`src/rtl/cpu_mem_pkg.sv`:
```
// Shared encodings for the CPU-side memory port: request owner tags,
// access size codes and the grant lock states.
package cpu_mem_pkg;

    typedef enum logic {
        OWN_INST = 1'b0,
        OWN_DATA = 1'b1
    } owner_e;

    typedef enum logic [1:0] {
        SIZE_B = 2'd0,
        SIZE_H = 2'd1,
        SIZE_W = 2'd2
    } size_e;

    typedef enum logic {
        ST_FREE = 1'b0,
        ST_LOCK = 1'b1
    } lock_state_e;

endpackage

```
`src/rtl/arb_owner_fifo.sv`:
```
// In-order FIFO of request owners. Each entry is the master that an accepted
// slave request belongs to. Pointers wrap modulo DEPTH, so DEPTH does not
// have to be a power of two.
module arb_owner_fifo
    import cpu_mem_pkg::*;
#(
    parameter  int unsigned DEPTH = 2,
    localparam int unsigned CW    = $clog2(DEPTH + 1)
) (
    input  logic          clk,
    input  logic          resetn,
    input  logic          push,
    input  logic          pop,
    input  owner_e        din,
    output owner_e        dout,
    output logic          full,
    output logic          empty,
    output logic [CW-1:0] count
);

    localparam int unsigned PW = (DEPTH > 1) ? $clog2(DEPTH) : 1;

    owner_e          r_mem [DEPTH];
    logic [PW-1:0]   r_wptr;
    logic [PW-1:0]   r_rptr;
    logic [CW-1:0]   r_count;
    logic            w_push;
    logic            w_pop;

    function automatic logic [PW-1:0] ptr_inc(input logic [PW-1:0] p);
        return (p == PW'(DEPTH - 1)) ? '0 : p + PW'(1);
    endfunction

    assign full   = (r_count == CW'(DEPTH));
    assign empty  = (r_count == '0);
    assign count  = r_count;
    assign dout   = r_mem[r_rptr];
    assign w_push = push & ~full;
    assign w_pop  = pop & ~empty;

    // Storage, pointers and occupancy; push and pop may happen together.
    always_ff @(posedge clk or negedge resetn) begin
        if (!resetn) begin
            for (int unsigned i = 0; i < DEPTH; i++) begin
                r_mem[i] <= OWN_INST;
            end
            r_wptr  <= '0;
            r_rptr  <= '0;
            r_count <= '0;
        end else begin
            if (w_push) begin
                r_mem[r_wptr] <= din;
                r_wptr        <= ptr_inc(r_wptr);
            end
            if (w_pop) begin
                r_rptr <= ptr_inc(r_rptr);
            end
            case ({w_push, w_pop})
                2'b10:   r_count <= r_count + CW'(1);
                2'b01:   r_count <= r_count - CW'(1);
                default: r_count <= r_count;
            endcase
        end
    end

endmodule

```
`src/rtl/sram_port_arbiter.sv`:
```
// Shares one SRAM-like port between the instruction and data requesters.
// The grant is held until the slave accepts, each accepted request's owner
// is queued, and in-order slave responses are routed back to that owner.
module sram_port_arbiter
    import cpu_mem_pkg::*;
#(
    parameter int unsigned OUTSTANDING = 2,
    parameter bit          DATA_PRIO   = 1'b1
) (
    input  logic        clk,
    input  logic        resetn,
    input  logic        inst_req,
    input  logic [31:0] inst_addr,
    output logic        inst_addr_ok,
    output logic        inst_data_ok,
    output logic [31:0] inst_rdata,
    input  logic        data_req,
    input  logic        data_wr,
    input  logic [1:0]  data_size,
    input  logic [3:0]  data_wstrb,
    input  logic [31:0] data_addr,
    input  logic [31:0] data_wdata,
    output logic        data_addr_ok,
    output logic        data_data_ok,
    output logic [31:0] data_rdata,
    output logic        slv_req,
    output logic        slv_wr,
    output logic [1:0]  slv_size,
    output logic [3:0]  slv_wstrb,
    output logic [31:0] slv_addr,
    output logic [31:0] slv_wdata,
    input  logic        slv_addr_ok,
    input  logic        slv_data_ok,
    input  logic [31:0] slv_rdata,
    output logic        err_spurious
);

    localparam int unsigned CW = $clog2(OUTSTANDING + 1);

    lock_state_e   r_state;
    lock_state_e   w_state_nxt;
    owner_e        r_lock_own;
    owner_e        w_sel;
    owner_e        w_head;
    logic          w_req_sel;
    logic          w_full;
    logic          w_empty;
    logic          w_push;
    logic          w_resp;
    logic          w_pop;
    logic [CW-1:0] w_count_unused;

    arb_owner_fifo #(
        .DEPTH (OUTSTANDING)
    ) u_owner_fifo (
        .clk    (clk),
        .resetn (resetn),
        .push   (w_push),
        .pop    (w_pop),
        .din    (w_sel),
        .dout   (w_head),
        .full   (w_full),
        .empty  (w_empty),
        .count  (w_count_unused)
    );

    // Lock state register: remembers the owner of a request still waiting for addr_ok.
    always_ff @(posedge clk or negedge resetn) begin
        if (!resetn) begin
            r_state    <= ST_FREE;
            r_lock_own <= OWN_INST;
        end else begin
            r_state <= w_state_nxt;
            if (w_state_nxt == ST_LOCK) begin
                r_lock_own <= w_sel;
            end
        end
    end

    // Next lock state: lock while issued but not accepted; accept or cancel frees it.
    always_comb begin
        w_state_nxt = ST_FREE;
        if (slv_req && !slv_addr_ok) begin
            w_state_nxt = ST_LOCK;
        end
    end

    // Grant owner: locked owner first, otherwise the requester, ties by DATA_PRIO.
    always_comb begin
        w_sel = OWN_INST;
        if (r_state == ST_LOCK) begin
            w_sel = r_lock_own;
        end else if (inst_req && data_req) begin
            w_sel = DATA_PRIO ? OWN_DATA : OWN_INST;
        end else if (data_req) begin
            w_sel = OWN_DATA;
        end
    end

    // Request field mux from the granted owner; instruction fetches are word reads.
    always_comb begin
        slv_wr    = 1'b0;
        slv_size  = SIZE_W;
        slv_wstrb = '0;
        slv_addr  = inst_addr;
        slv_wdata = '0;
        if (w_sel == OWN_DATA) begin
            slv_wr    = data_wr;
            slv_size  = data_size;
            slv_wstrb = data_wstrb;
            slv_addr  = data_addr;
            slv_wdata = data_wdata;
        end
    end

    assign w_req_sel    = (w_sel == OWN_DATA) ? data_req : inst_req;
    assign slv_req      = resetn & w_req_sel & ~w_full;
    assign w_push       = slv_req & slv_addr_ok;
    assign inst_addr_ok = w_push & (w_sel == OWN_INST);
    assign data_addr_ok = w_push & (w_sel == OWN_DATA);

    assign w_resp       = resetn & slv_data_ok;
    assign w_pop        = w_resp & ~w_empty;
    assign inst_data_ok = w_pop & (w_head == OWN_INST);
    assign data_data_ok = w_pop & (w_head == OWN_DATA);
    assign err_spurious = w_resp & w_empty;
    assign inst_rdata   = slv_rdata;
    assign data_rdata   = slv_rdata;

endmodule

```
`config.mk`:
```
export PLATFORM = sky130hd
export DESIGN_NAME = sram_port_arbiter
export DESIGN_NICKNAME = d
export VERILOG_FILES = /design/src/rtl/cpu_mem_pkg.sv /design/src/rtl/arb_owner_fifo.sv /design/src/rtl/sram_port_arbiter.sv
export SDC_FILE = /design/constraint.sdc
export NUM_CORES = 1
export LEC_CHECK = 0
export CORE_AREA = 10 10 100 102
export CTS_BUF_LIST = sky130_fd_sc_hd__clkbuf_4 sky130_fd_sc_hd__clkbuf_8
export DETAILED_ROUTE_END_ITERATION = 8
export DIE_AREA = 0 0 110 112
export PLACE_DENSITY = 0.78
export SLEW_MARGIN = 20
export SYNTH_ARGS = -nofsm -noshare
export SYNTH_HDL_FRONTEND = slang
export SYNTH_SLANG_ARGS = --single-unit
export TNS_END_PERCENT = 10
```
`constraint.sdc`:
```
create_clock -name clk -period 2.1 [get_ports clk]
set_input_delay 0.42 -clock clk [delete_from_list [all_inputs] [get_ports clk]]
set_output_delay 0.42 -clock clk [all_outputs]
set_load 0.05 [all_outputs]
```
==> flow_metrics.env <==
export IMPL_outcome="complete, but fails checks"
export IMPL_violations="negative setup slack"
export IMPL_synth_cell_types=25
export IMPL_postSynthAreaPerCell_um2=8.36
export IMPL_start_util=0.194
export IMPL_yosysMostFrequentCell="buf_4"
export IMPL_synth_commonest_cells="buf_4, nor2b_1, mux2_2"
export IMPL_crit_chain="mux2i_4 -> buf_6 -> clkbuf_16 -> mux2_2 -> buf_6"
export IMPL_remaining_drc_errors=0
export IMPL_worst_pin_slew_ns=0.446
export IMPL_r2r_start="r_state"
export IMPL_async_flop_share=1.00
export IMPL_r2r_slack_ns=0.16
export IMPL_ys_flop_type="dfrtp_1"
export IMPL_worst_ir_drop_vdd_v=0.000446
export IMPL_rr_worst_depth=7
export IMPL_drive_above_1_share=0.444
export IMPL_setup_viol=30
export IMPL_cap_violations=0
export IMPL_clkLatencyLatePin_ns=0.22
export IMPL_antenna_found_initial=0
export IMPL_gr_usage_all_layers=0.124
export IMPL_critical_path_class="flop to primary output"
export IMPL_cts_max_level=1
export IMPL_die_w_um=110
export IMPL_stdcell_area_mm2=0.00345
export IMPL_overflow=0
export IMPL_yosysSeqAreaShare=0.128
export IMPL_min_period_over_period=1.04
export IMPL_grt_setup_unrepaired="yes"
export IMPL_rows=33
export IMPL_synth_edf_count=0
export IMPL_yosysWarnings=0
export IMPL_firstDrtPassIters=4
export IMPL_core_mm2=0.00805
export IMPL_synth_cells=187
export IMPL_synth_area_leaders="buf_4, mux2_2, nor2b_1"
export IMPL_hold_class="input pin to asynchronous set/reset pin"
export IMPL_dp_final_hpwl_um=6920
export IMPL_cp_common_cell="buf_6"
export IMPL_fill_cells=782
export IMPL_arrival_ns=1.76
export IMPL_startpoint_type="flop"
export IMPL_path_max_fanout=6
export IMPL_cp_required_ns=1.68
export IMPL_synthToLayoutAreaGrowth_pct=121
export IMPL_fp_dieH_um=112
export IMPL_routedWlPerCell_um=20.3
export IMPL_pwr_share_comb=0.817
export IMPL_dieArea_mm2=0.0123
export IMPL_p_int_mw=1.32
export IMPL_min_period_ns=2.18
export IMPL_cts_tree="built"
export IMPL_numCtsBuffers=3
export IMPL_antenna_cells=0
export IMPL_netlist_top_cell_by_area="buf_4"
export IMPL_numPortBuffers=185
export IMPL_clock_path_buffers=2
export IMPL_holdBufCountCts=0
export IMPL_post_dp_cell_area_mm2=0.00300
export IMPL_grt_pass1_wl_um=11900
export IMPL_pwr_share_seq=0.116
export IMPL_pwr_share_clk=0.067
export IMPL_detail_route_antenna_nets=0
export IMPL_grt_max_degree=23
export IMPL_vias=1760
export IMPL_yosys_register_bits=8
export IMPL_fmax_ghz=0.459
export IMPL_io_pins=282
export IMPL_report_final_hold_viol_count=0
export IMPL_netlist_area_mm2=0.00156
export IMPL_cts_sinks=8
export IMPL_endpoint="slv_addr[26]"
export IMPL_grt_pass1_vias=2026
export IMPL_synth_nets=329
export IMPL_powerDensity_mw_per_mm2=767
export IMPL_finalWorstSetupSlack_ns=-0.0797
export IMPL_slowest_delay_ns=0.40
export IMPL_skew_ns=0.000864
export IMPL_root_buffer="clkbuf_8"
export IMPL_slew_violations=0
export IMPL_cp_end_kind="primary output"
export IMPL_cp_startpoint="r_state"
export IMPL_p_sw_frac=0.502
export IMPL_total_power_mw=2.65
export IMPL_relSlewSlack=0.701
export IMPL_wl_um=8720
export IMPL_path_clk_slew_ns=0.04
export IMPL_nNetsFinal=468
export IMPL_power_switching_mw=1.33
export IMPL_yosysTopAreaCellShare=0.312
export IMPL_place_gp_congestion=0.880
export IMPL_reg2reg_to="u_owner_fifo.count[1]"
export IMPL_leakagePower_nw=1.50
export IMPL_via_per_inst=4.10
export IMPL_cpMaxStageDelayCell="dfrtp_1"
export IMPL_drt_initial_drc_count=62
## worst min path at each step
stage                              startpoint                  end  slack (ns)
after floorplan                        resetn           r_lock_own        0.12
after global placement    u_owner_fifo.r_rptr  u_owner_fifo.r_rptr        0.48
after detailed placement  u_owner_fifo.r_rptr  u_owner_fifo.r_rptr        0.49
after CTS                 u_owner_fifo.r_rptr  u_owner_fifo.r_rptr        0.50
after global routing                   resetn  u_owner_fifo.r_rptr        0.27
final                                  resetn  u_owner_fifo.r_rptr        0.26
## power groups by stage
stage	Combinational (mW)	Sequential [mW]	Clock, mW
5_1_grt	2.27	0.320	0.192
3_3_place_gp	1.85	0.303	0
6_report	2.16	0.308	0.177
4_1_cts	2.06	0.306	0.184
3_5_place_dp	1.87	0.306	0
2_1_floorplan	1.49	0.284	0
## worst max-delay path, delay by kind of cell, from the launching register on
family   cells  cell delay [ns]
buf+inv      3             0.49
flops        1             0.40
mux          2             0.64
## metal layers
layer	global-route usage	up-vias	share of wire
li1	-	820	-
met1	0.122	761	0.34
met2	0.221	150	0.49
met3	0.0548	29	0.13
met4	0.0495	0	0.031
met5	0	-	0
## state kept, by name, indices dropped and copies added, names as in the netlist
register             flops
r_state                  1
u_owner_fifo.count       2
u_owner_fifo.r_wptr      1
u_owner_fifo.r_rptr      1
r_lock_own               1
u_owner_fifo.r_mem       2
## cell usage in the layout (no fill, tap or decap), types with 2 or more instances in the layout
master,synthesis,layout
dfrtp_1,8,8
nand2_1,3,3
mux2_2,25,20
nor3_1,2,2
buf_16,0,2
buf_6,1,37
mux2_4,0,9
nor2_1,5,4
buf_4,65,45
o21ai_0,4,4
nor2b_2,0,9
buf_12,0,6
xnor2_1,4,4
nor2b_1,40,30
clkbuf_8,0,3
clkbuf_16,0,3
nand2b_1,4,4
buf_8,0,5
clkdlybuf4s50_1,0,106
o31ai_1,2,2
mux2_1,7,3
## area by class of cell
cell class	instances	area, µm²	area share
timing repair buffer	206	2160	0.627
multi-input combinational	106	911	0.264
sequential	8	200	0.0580
tap	105	131	0.0381
clock buffer	3	41.3	0.0120
inverter	1	3.75	0.00109
## cells by family (layout without fill, tap and decap cells)
group,after synthesis,count (layout),synth area share
AND/OR/NAND/NOR,59,59,0.226
AO/OA/AOI/OAI,7,7,0.0272
flip-flops,8,8,0.128
buffers and inverters,73,210,0.340
XOR/XNOR,5,5,0.0280
multiplexers,34,34,0.243
adder cells (fa/ha/maj),1,1,0.00800
## through the flow
stage	setup WS [ns]	setup TNS [ns]	util	cells	hold slack (ns)
3_5_place_dp	-0.248	-12.28	0.372	416	0.487
4_1_cts	-0.0874	-1.61	0.408	424	0.495
6_report	-0.0797	-1.44	0.428	429	0.258
2_1_floorplan	0.0187	0	-	187	0.124
3_3_place_gp	-0.229	-11.15	0.372	416	0.482
5_1_grt	-0.120	-3.77	0.428	429	0.272
## repair_timing
action                                  CTS  global route
resized for setup                        50            22
endpoints found under the setup margin   60            54
cloned                                    2             3
pin swaps                                 0             2
setup buffers                             4             2
No activity file was read; power rests on OpenSTA's default activity.
